### src/rtl/ifm_rx_arb_if.sv
// S2MM data and status stream bundle between the receive arbiter (master)
// and the DMA (slave).
interface ifm_rx_arb_if;
   logic [63:0] m_axis_s2mm_tdata;
   logic [7:0]  m_axis_s2mm_tkeep;
   logic        m_axis_s2mm_tlast;
   logic        m_axis_s2mm_tvalid;
   logic        m_axis_s2mm_tready;
   logic [31:0] m_axis_s2mm_sts_tdata;
   logic [3:0]  m_axis_s2mm_sts_tkeep;
   logic        m_axis_s2mm_sts_tlast;
   logic        m_axis_s2mm_sts_tvalid;
   logic        m_axis_s2mm_sts_tready;

   modport master (
      output m_axis_s2mm_tdata, m_axis_s2mm_tkeep, m_axis_s2mm_tlast, m_axis_s2mm_tvalid,
      input  m_axis_s2mm_tready,
      output m_axis_s2mm_sts_tdata, m_axis_s2mm_sts_tkeep, m_axis_s2mm_sts_tlast,
      output m_axis_s2mm_sts_tvalid,
      input  m_axis_s2mm_sts_tready
   );

   modport slave (
      input  m_axis_s2mm_tdata, m_axis_s2mm_tkeep, m_axis_s2mm_tlast, m_axis_s2mm_tvalid,
      output m_axis_s2mm_tready,
      input  m_axis_s2mm_sts_tdata, m_axis_s2mm_sts_tkeep, m_axis_s2mm_sts_tlast,
      input  m_axis_s2mm_sts_tvalid,
      output m_axis_s2mm_sts_tready
   );
endinterface

### src/rtl/ifm_rx_arb.sv
// Frame-atomic round-robin arbiter merging per-port FWFT data/status FIFO
// pairs onto the single S2MM data and status streams.
module ifm_rx_arb #(
   parameter int C_NUM_PORTS = 2,
   parameter int C_STS_WORDS = 6
) (
   input  logic                      s2mm_clk,
   input  logic                      s2mm_reset,
   input  logic [73*C_NUM_PORTS-1:0] dfifo_rdata,
   input  logic [C_NUM_PORTS-1:0]    dfifo_empty,
   output logic [C_NUM_PORTS-1:0]    dfifo_rden,
   input  logic [37*C_NUM_PORTS-1:0] cfifo_rdata,
   input  logic [C_NUM_PORTS-1:0]    cfifo_empty,
   output logic [C_NUM_PORTS-1:0]    cfifo_rden,
   ifm_rx_arb_if.master              axis,
   output logic                      sts_len_err,
   output logic [7:0]                ifm_rx_arb_dbg
);

   localparam int GW = (C_NUM_PORTS > 1) ? $clog2(C_NUM_PORTS) : 1;

   typedef enum logic [1:0] {
      S_IDLE = 2'd0,
      S_DATA = 2'd1,
      S_STS  = 2'd2,
      S_NEXT = 2'd3
   } state_t;

   state_t               state, state_nxt;
   logic [GW-1:0]        grant, ptr, pick, cand;
   logic [C_NUM_PORTS-1:0] eligible;
   logic [3:0]           sts_cnt;
   logic [7:0]           frame_cnt;
   logic [72:0]          d_head;
   logic [36:0]          c_head;
   logic                 d_valid, c_valid, d_pop, c_pop;

   // A non-empty status FIFO means the whole frame's data is already buffered.
   assign eligible = ~cfifo_empty & ~dfifo_empty;

   assign d_head = dfifo_rdata[73*int'(grant) +: 73];
   assign c_head = cfifo_rdata[37*int'(grant) +: 37];

   assign axis.m_axis_s2mm_tdata      = d_head[63:0];
   assign axis.m_axis_s2mm_tkeep      = d_head[71:64];
   assign axis.m_axis_s2mm_tlast      = d_head[72];
   assign axis.m_axis_s2mm_tvalid     = d_valid;
   assign axis.m_axis_s2mm_sts_tdata  = c_head[31:0];
   assign axis.m_axis_s2mm_sts_tkeep  = c_head[35:32];
   assign axis.m_axis_s2mm_sts_tlast  = c_head[36];
   assign axis.m_axis_s2mm_sts_tvalid = c_valid;

   assign ifm_rx_arb_dbg = {frame_cnt[3:0], 2'(grant), state};

   // Round-robin search starting one past the last served port.
   always_comb begin
      pick = '0;
      cand = '0;
      for (int i = C_NUM_PORTS; i >= 1; i--) begin
         cand = GW'((int'(ptr) + i) % C_NUM_PORTS);
         if (eligible[cand]) pick = cand;
      end
   end

   always_comb begin
      // NOTE: every combinational output gets a default first so no path can infer a latch.
      state_nxt  = state;
      d_valid    = 1'b0;
      c_valid    = 1'b0;
      d_pop      = 1'b0;
      c_pop      = 1'b0;
      dfifo_rden = '0;
      cfifo_rden = '0;
      // Outputs are gated by reset so nothing is valid or popped while it is held.
      if (!s2mm_reset) begin
         unique case (state)
            S_IDLE: if (|eligible) state_nxt = S_DATA;
            S_DATA: begin
               d_valid           = ~dfifo_empty[grant];
               d_pop             = d_valid & axis.m_axis_s2mm_tready;
               dfifo_rden[grant] = d_pop;
               if (d_pop && d_head[72]) state_nxt = S_STS;
            end
            S_STS: begin
               c_valid           = ~cfifo_empty[grant];
               c_pop             = c_valid & axis.m_axis_s2mm_sts_tready;
               cfifo_rden[grant] = c_pop;
               if (c_pop && c_head[36]) state_nxt = S_NEXT;
            end
            S_NEXT: state_nxt = S_IDLE;
            default: state_nxt = S_IDLE;
         endcase
      end
   end

   always_ff @(posedge s2mm_clk) begin
      // NOTE: sequential state uses non-blocking assignments so all registers update together.
      if (s2mm_reset) begin
         state       <= S_IDLE;
         grant       <= '0;
         ptr         <= GW'(C_NUM_PORTS - 1);
         sts_len_err <= 1'b0;
         frame_cnt   <= '0;
         sts_cnt     <= '0;
      end else begin
         state <= state_nxt;
         if (state == S_IDLE) begin
            sts_cnt <= '0;
            if (|eligible) grant <= pick;
         end
         if (c_pop) begin
            sts_cnt <= sts_cnt + 4'd1;
            if (c_head[36] && (sts_cnt + 4'd1 != 4'(C_STS_WORDS))) sts_len_err <= 1'b1;
         end
         if (state == S_NEXT) begin
            ptr       <= grant;
            frame_cnt <= frame_cnt + 8'd1;
         end
      end
   end

endmodule

### src/flat_wrapper.sv
// flat-port wrapper written by rule: the top's interface ports become plain ports
module ifm_rx_arb_flat 
#(
   parameter int C_NUM_PORTS = 2,
   parameter int C_STS_WORDS = 6
)
  (s2mm_clk, s2mm_reset, dfifo_rdata, dfifo_empty, dfifo_rden, cfifo_rdata, cfifo_empty, cfifo_rden, sts_len_err, ifm_rx_arb_dbg, axis_m_axis_s2mm_tdata, axis_m_axis_s2mm_tkeep, axis_m_axis_s2mm_tlast, axis_m_axis_s2mm_tvalid, axis_m_axis_s2mm_tready, axis_m_axis_s2mm_sts_tdata, axis_m_axis_s2mm_sts_tkeep, axis_m_axis_s2mm_sts_tlast, axis_m_axis_s2mm_sts_tvalid, axis_m_axis_s2mm_sts_tready);
  ifm_rx_arb_if axis_i ();
  input  logic s2mm_clk;
  input  logic s2mm_reset;
  input  logic [73*C_NUM_PORTS-1:0] dfifo_rdata;
  input  logic [C_NUM_PORTS-1:0] dfifo_empty;
  output logic [C_NUM_PORTS-1:0] dfifo_rden;
  input  logic [37*C_NUM_PORTS-1:0] cfifo_rdata;
  input  logic [C_NUM_PORTS-1:0] cfifo_empty;
  output logic [C_NUM_PORTS-1:0] cfifo_rden;
  output logic sts_len_err;
  output logic [7:0] ifm_rx_arb_dbg;
  output wire logic [$bits(axis_i.m_axis_s2mm_tdata)-1:0] axis_m_axis_s2mm_tdata;
  output wire logic [$bits(axis_i.m_axis_s2mm_tkeep)-1:0] axis_m_axis_s2mm_tkeep;
  output wire logic [$bits(axis_i.m_axis_s2mm_tlast)-1:0] axis_m_axis_s2mm_tlast;
  output wire logic [$bits(axis_i.m_axis_s2mm_tvalid)-1:0] axis_m_axis_s2mm_tvalid;
  input wire logic [$bits(axis_i.m_axis_s2mm_tready)-1:0] axis_m_axis_s2mm_tready;
  output wire logic [$bits(axis_i.m_axis_s2mm_sts_tdata)-1:0] axis_m_axis_s2mm_sts_tdata;
  output wire logic [$bits(axis_i.m_axis_s2mm_sts_tkeep)-1:0] axis_m_axis_s2mm_sts_tkeep;
  output wire logic [$bits(axis_i.m_axis_s2mm_sts_tlast)-1:0] axis_m_axis_s2mm_sts_tlast;
  output wire logic [$bits(axis_i.m_axis_s2mm_sts_tvalid)-1:0] axis_m_axis_s2mm_sts_tvalid;
  input wire logic [$bits(axis_i.m_axis_s2mm_sts_tready)-1:0] axis_m_axis_s2mm_sts_tready;
  assign axis_m_axis_s2mm_tdata = axis_i.m_axis_s2mm_tdata;
  assign axis_m_axis_s2mm_tkeep = axis_i.m_axis_s2mm_tkeep;
  assign axis_m_axis_s2mm_tlast = axis_i.m_axis_s2mm_tlast;
  assign axis_m_axis_s2mm_tvalid = axis_i.m_axis_s2mm_tvalid;
  assign axis_i.m_axis_s2mm_tready = axis_m_axis_s2mm_tready;
  assign axis_m_axis_s2mm_sts_tdata = axis_i.m_axis_s2mm_sts_tdata;
  assign axis_m_axis_s2mm_sts_tkeep = axis_i.m_axis_s2mm_sts_tkeep;
  assign axis_m_axis_s2mm_sts_tlast = axis_i.m_axis_s2mm_sts_tlast;
  assign axis_m_axis_s2mm_sts_tvalid = axis_i.m_axis_s2mm_sts_tvalid;
  assign axis_i.m_axis_s2mm_sts_tready = axis_m_axis_s2mm_sts_tready;
  ifm_rx_arb #(.C_NUM_PORTS(C_NUM_PORTS), .C_STS_WORDS(C_STS_WORDS)) u_core (.s2mm_clk(s2mm_clk), .s2mm_reset(s2mm_reset), .dfifo_rdata(dfifo_rdata), .dfifo_empty(dfifo_empty), .dfifo_rden(dfifo_rden), .cfifo_rdata(cfifo_rdata), .cfifo_empty(cfifo_empty), .cfifo_rden(cfifo_rden), .axis(axis_i), .sts_len_err(sts_len_err), .ifm_rx_arb_dbg(ifm_rx_arb_dbg));
endmodule
### config.mk
export PLATFORM = sky130hd
export DESIGN_NAME = ifm_rx_arb_flat
export DESIGN_NICKNAME = d
export VERILOG_FILES = /design/src/rtl/ifm_rx_arb_if.sv /design/src/rtl/ifm_rx_arb.sv /design/src/flat_wrapper.sv
export SDC_FILE = /design/constraint.sdc
export NUM_CORES = 1
export LEC_CHECK = 0
export CAP_MARGIN = 10
export CORE_AREA = 10 10 130 132
export DETAILED_ROUTE_END_ITERATION = 10
export DIE_AREA = 0 0 140 142
export DONT_BUFFER_PORTS = 1
export GPL_TIMING_DRIVEN = 0
export PLACE_DENSITY = 0.3
export RECOVER_POWER = 100
export SYNTH_ARGS = -nofsm -noshare
export SYNTH_HDL_FRONTEND = slang
export SYNTH_SLANG_ARGS = --single-unit
### constraint.sdc
create_clock -name s2mm_clk -period 1.8 [get_ports s2mm_clk]
set_input_delay 0.18 -clock s2mm_clk [delete_from_list [all_inputs] [get_ports s2mm_clk]]
set_output_delay 0.18 -clock s2mm_clk [all_outputs]
set_load 0.01 [all_outputs]
## Word-level counts from Yosys, hierarchy flattened

Cells that the tools add are included.

- Add/sub/neg operators: 4
- Multipliers: 2
- Magnitude comparators: 4
- Equality and inequality tests: 7
- Shift operators: 2
- Mux-type cells: 28
- Bitwise operators: 9
- Reductions and logical operators: 10

Operators with widths:

| cell | count |
|---|---|
| 146-bit by 32-bit indexed part select with 73-bit output | 1 |
| 74-bit by 32-bit indexed part select with 37-bit output | 1 |
| 1-bit two-way mux | 17 |
| 2-bit two-way mux | 7 |
| 8-bit by 1-bit adder with 8-bit output (second input constant) | 1 |
| 7-bit by 1-bit multiplier with 8-bit output (first input constant) | 1 |
| 4-bit two-way mux | 2 |
| 2-bit one-hot mux with 4 select lines | 1 |
| 6-bit by 1-bit multiplier with 7-bit output (first input constant) | 1 |
| 2-bit AND | 3 |
| 1-bit by 2-bit less-than comparator with 1-bit output (second input constant) | 3 |
| 2-bit by 1-bit inequality test with 1-bit output (second input constant) | 3 |
| 4-bit by 1-bit adder with 4-bit output (second input constant) | 1 |
| 2-bit == test (second input constant) | 2 |
| 1-bit logical AND | 4 |
| 4-bit by 3-bit inequality test with 1-bit output (second input constant) | 1 |
| 2-bit NOT | 2 |
| 2-bit AND reduction | 2 |
| 3-bit AND reduction | 1 |
| 1-bit adder (second input constant) | 2 |
| 1-bit AND | 2 |
| 2-bit by 1-bit == test with 1-bit output (second input constant) | 1 |
| 2-bit logical NOT | 1 |
| 1-bit NOT | 2 |
| other kinds (4) | 4 |

- Register bits after elaboration: 17
- Input port bits: 228
- Output and inout bits: 125
- Logic and storage cells: 72

## Depth between registers and ports, before layout

- Depth in word-level cells: 7
- Depth in mapped cells: 6

## Worst setup path after synthesis

No wires, ideal clock.

- Path type: reg-to-reg
- From: register u_core.grant
- To: register u_core.sts_cnt[2]
- Arrival time: 1666 ps
- Required time: 1721 ps
- Path slack: 54 ps
- Cell stages (with the launch flop): 6
- Buffers on the path: 1
- Cell sequence: dfxtp_1 mux2_4 nor4bb_2 buf_6 mux2_1 a211oi_2

- Cells in the longest elaborated chain, start to end: 7

RTL lines:

| what | line | source |
|---|---|---|
| from (decl) | ifm_rx_arb.sv:30 | `logic [GW-1:0] grant, ptr, pick, cand;` |
| from (signal assigned) | ifm_rx_arb.sv:109 | `if (\|eligible) grant <= pick;` |
| 1-bit two-way mux (implied by the code) (*) (2 in a row) | ifm_rx_arb.sv:85 | `c_valid = ~cfifo_empty[grant];` |
| 1-bit NOT (*) | ifm_rx_arb.sv:85 |  |
| 1-bit AND (*) | ifm_rx_arb.sv:86 | `c_pop = c_valid & axis.m_axis_s2mm_sts_tready;` |
| 1-bit two-way mux (*) | ifm_rx_arb.sv:76 | `unique case (state)` |
| 1-bit two-way mux (*) | ifm_rx_arb.sv:75 | `if (!s2mm_reset) begin` |
| 4-bit two-way mux or 2-bit nonzero test (tied branches) | - |  |
| to (signal assigned) | ifm_rx_arb.sv:112 | `sts_cnt <= sts_cnt + 4'd1;` |
| to (decl) | ifm_rx_arb.sv:32 | `logic [3:0] sts_cnt;` |

Mark *: on every way between the ends. The rest lies on a longest branch, timed or not. The select of a mux whose other input is x is not followed.
A chain may end at the register's enable or synchronous reset.

## Final worst setup path

- From: register u_core.state[1]
- To: output dfifo_rden[1]

- Cells in the longest elaborated chain, start to end: 3

RTL lines:

| what | line | source |
|---|---|---|
| from (decl) | ifm_rx_arb.sv:29 | `state_t state, state_nxt;` |
| from (signal assigned) | ifm_rx_arb.sv:106 | `state <= state_nxt;` |
| 2-bit by 1-bit == test with 1-bit output | ifm_rx_arb.sv:76 |  |
| 2-bit two-way mux | ifm_rx_arb.sv:76 |  |
| 2-bit two-way mux | ifm_rx_arb.sv:75 |  |
| to (decl) | flat_wrapper.sv:13 | `output logic [C_NUM_PORTS-1:0] dfifo_rden;` |

No other way between the ends.

==> results_dict.tcl <==
set metrics [dict create \
    synthMuxAreaShare_pct 61.32 \
    end_kind "primary output" \
    synth_nets 448 \
    nets 457 \
    avgSynthCellArea_um2 9.916 \
    synth_compound_area_share_pct 5.509 \
    htree_levels 1 \
    power_density_nw_per_um2 808.9 \
    drive_above_1_share_pct 67.87 \
    synth_flop_cell "dfxtp_1" \
    synth_xor_area_share_pct 2.073 \
    tritoncts "done" \
    netlist_instances 213 \
    hold_viol 0 \
    die_h_um 142 \
    clkTransAtPathRegs_ps 50 \
    worstPathRequired_ps 1620 \
    synth_area_um2 2112 \
    nFillCells 1589 \
    crit_type "flop to primary output" \
    ant_nets 0 \
    drt-met1-wl_mm 4.874 \
    grt_max_degree 11 \
    p_leak_nw 0.8939 \
    firstDrtPassIters 4 \
    finalNonFillerCells 408 \
    grtUsageTotal_pct 11.82 \
    die-area_um2 19880 \
    tightest_slew_ps 598.7 \
    clk-insertion-delay-late_ps 240 \
    async_reset_ff_share_pct 0 \
    io_buffers 0 \
    routed.top_layer "met5" \
    clock_skew_ps 1.734 \
    dp_hpwl_mm 12.31 \
    ys_ff_latch 13 \
    max_freq_ghz 0.5795 \
    p_sw_mw 0.8755 \
    io_pins 353 \
    synth_edf_count 0 \
    pwr-share-clk_pct 20.1 \
    row_count 44 \
    wl_met3_mm 1.535 \
    rsz0062_at_grt "true" \
    grt_antenna_before_repair 6 \
    finalSetupTns_ps 0 \
    p_comb_share_pct 61.1 \
    maxSlewHeadroom_pct 60.09 \
    hp-class "input pin to flop" \
    vias_per_cell 4.505 \
    seq_power_share_pct 18.8 \
    core_area_um2 14310 \
    cp-start-kind "flop" \
    fin_total_pwr_mw 2.107 \
    dieWidth_um 140 \
    grt_pass1_wl_mm 17.70 \
    internal_power_mw 1.232 \
    post-route-min-period_ps 1725 \
    synthSimpleGateAreaFrac_pct 8.709 \
    cts_buffers 3 \
    vias 1838 \
    yosysWarnings 0 \
    clock_path_buffers 2 \
    wl_per_cell_um 32.76 \
    worstPathMaxFanout 5 \
    drcViolationCount 0 \
    setup_viol 0 \
    synth_top_area_cell "mux2_2" \
    wl_met2_mm 6.898 \
    yosys.area.top_type_share_pct 58.12 \
    slew_violations 0 \
    grt_pass1_vias 2031 \
    overflow 0 \
    synth-adder-area-share_pct 4.147 \
    cts_root_buffer "clkbuf_16" \
    vdd_ir_drop_max_uv 239.5 \
    worstPathArrival_ps 1550 \
    gp_congestion 0.7963 \
    wl_mm 13.37 \
    cts_sinks 13 \
    drtIter0Drc 39 \
    finalCritPeriodShare_pct 95.86 \
    initial_core_util_pct 14.76 \
    max_cap_violations 0 \
    ys_types 41 \
    cts.hold.buffers_added 0 \
    sw_frac_of_total_pct 41.55 \
    place_inst 397 \
    area_growth_pct 23.34 \
    status "completed" \
    seq_area_frac_synth_pct 12.32 \
    synth_top_family_by_area "multiplexers" \
    synthTopCellsByArea "mux2_2 58%, dfxtp_1 12%, ha_1 4.1%" \
]
## through the flow
step | hold WS (ps) | setup slack, ps | utilization (%) | instance area [um^2]
final | 130.0 | 74.50 | 18.20 | 2605
after global routing | 140.1 | -3.354 | 18.20 | 2605
after CTS | 127.4 | 18.40 | 17.73 | 2537
after detailed placement | 355.9 | -438.5 | 16.36 | 2342
after global placement | 359.1 | -432.1 | 16.36 | 2342
after floorplan | 324.0 | 54.42 | - | 2112
## worst max-delay path, cell delays in order, from the launching register on
cell	delay (ps)
dfxtp_4	370
inv_1	110
ha_4	150
nand2_4	60
a211oi_4	330
and3_4	270
## cell usage in the layout, fill, tap and decap left out, types with 2 or more instances in the layout
cell       synthesis  routed
o21ai_0            2       2
xor2_1             3       3
ha_1               7       5
a211oi_2           2       2
clkbuf_16          0       3
xnor2_1            2       2
mux2_4             1       3
a21oi_1            3       3
buf_4              2       6
nand2_1            9       8
ha_4               0       2
diode_2            0       3
mux2_2           109     109
buf_6              1       7
dfxtp_4            0       3
nor2_1             9       8
dfxtp_1           13      10
inv_1              6       6
clkbuf_1           1       2
buf_2             13       7
mux2i_1            3       3
## kinds of logic (layout without fill, tap and decap cells)
logic type               Yosys count  in the layout
multiplexers                     115            115
AND/OR/NAND/NOR                   33             33
buffers and inverters             24             32
AO/OA/AOI/OAI                     15             15
flip-flops                        13             13
adder cells (fa/ha/maj)            7              7
XOR/XNOR                           5              5
other                              1              4
## routing by layer
layer  global-route usage, %  vias to the layer above
met4                   1.848                        4
li1                        -                      797
met3                   6.008                        6
met2                   20.69                      156
met5                       0                        -
met1                   12.74                      875
## flip-flops by register name (all words and copies together) (netlist names)
signal              cells
u_core.state            2
u_core.sts_cnt          4
u_core.sts_len_err      1
u_core.frame_cnt        4
u_core.ptr              1
u_core.grant            1
## synthesized netlist by cell type (2+ instances only)
| master | count |
|---|---|
| nor3b_1 | 2 |
| mux2_1 | 2 |
| mux2_2 | 109 |
| and3_1 | 2 |
| a211oi_2 | 2 |
| buf_4 | 2 |
| o21ai_0 | 2 |
| nor2_1 | 9 |
| nand2_1 | 9 |
| inv_1 | 6 |
| a21oi_1 | 3 |
| ha_1 | 7 |
| xnor2_1 | 2 |
| mux2i_1 | 3 |
| buf_2 | 13 |
| dfxtp_1 | 13 |
| xor2_1 | 3 |
## worst paths after layout
| check | cells past startpoint | slack, ps | from | to |
|---|---|---|---|---|
| max | 5 | 70 | u_core.state[1] | dfifo_rden[1] |
| min | 2 | 130 | axis_m_axis_s2mm_sts_tready | u_core.sts_cnt[0] |
| max reg2reg | 5 | 90 | u_core.grant | u_core.sts_cnt[2] |
| min reg2reg | 2 | 480 | u_core.ptr | u_core.ptr |
## what timing repair did
action	4_1_cts	5_1_grt
buffers inserted	4	0
resized for setup	25	12
pin swaps	2	2
setup endpoints to repair	121	29
## power by group through the flow
stage / clock, mW / sequential (mW) / combinational (mW)
3_5_place_dp: 0 / 0.390 / 1.17
5_1_grt: 0.455 / 0.406 / 1.38
3_3_place_gp: 0 / 0.388 / 1.18
4_1_cts: 0.435 / 0.385 / 1.25
2_1_floorplan: 0 / 0.367 / 0.948
6_report: 0.423 / 0.397 / 1.29
## layout make-up
class	instances	area [um^2]	area share, %
flip-flops and latches	13	271.5	10.42
well taps	184	230.2	8.838
clock buffers	4	78.83	3.026
plain buffers	18	136.4	5.235
diodes	3	7.507	0.2882
inverters	6	22.52	0.8646
multi-input cells	176	1828	70.17
repair buffers	4	30.03	1.153
No activity file was read; power rests on OpenSTA's default activity.
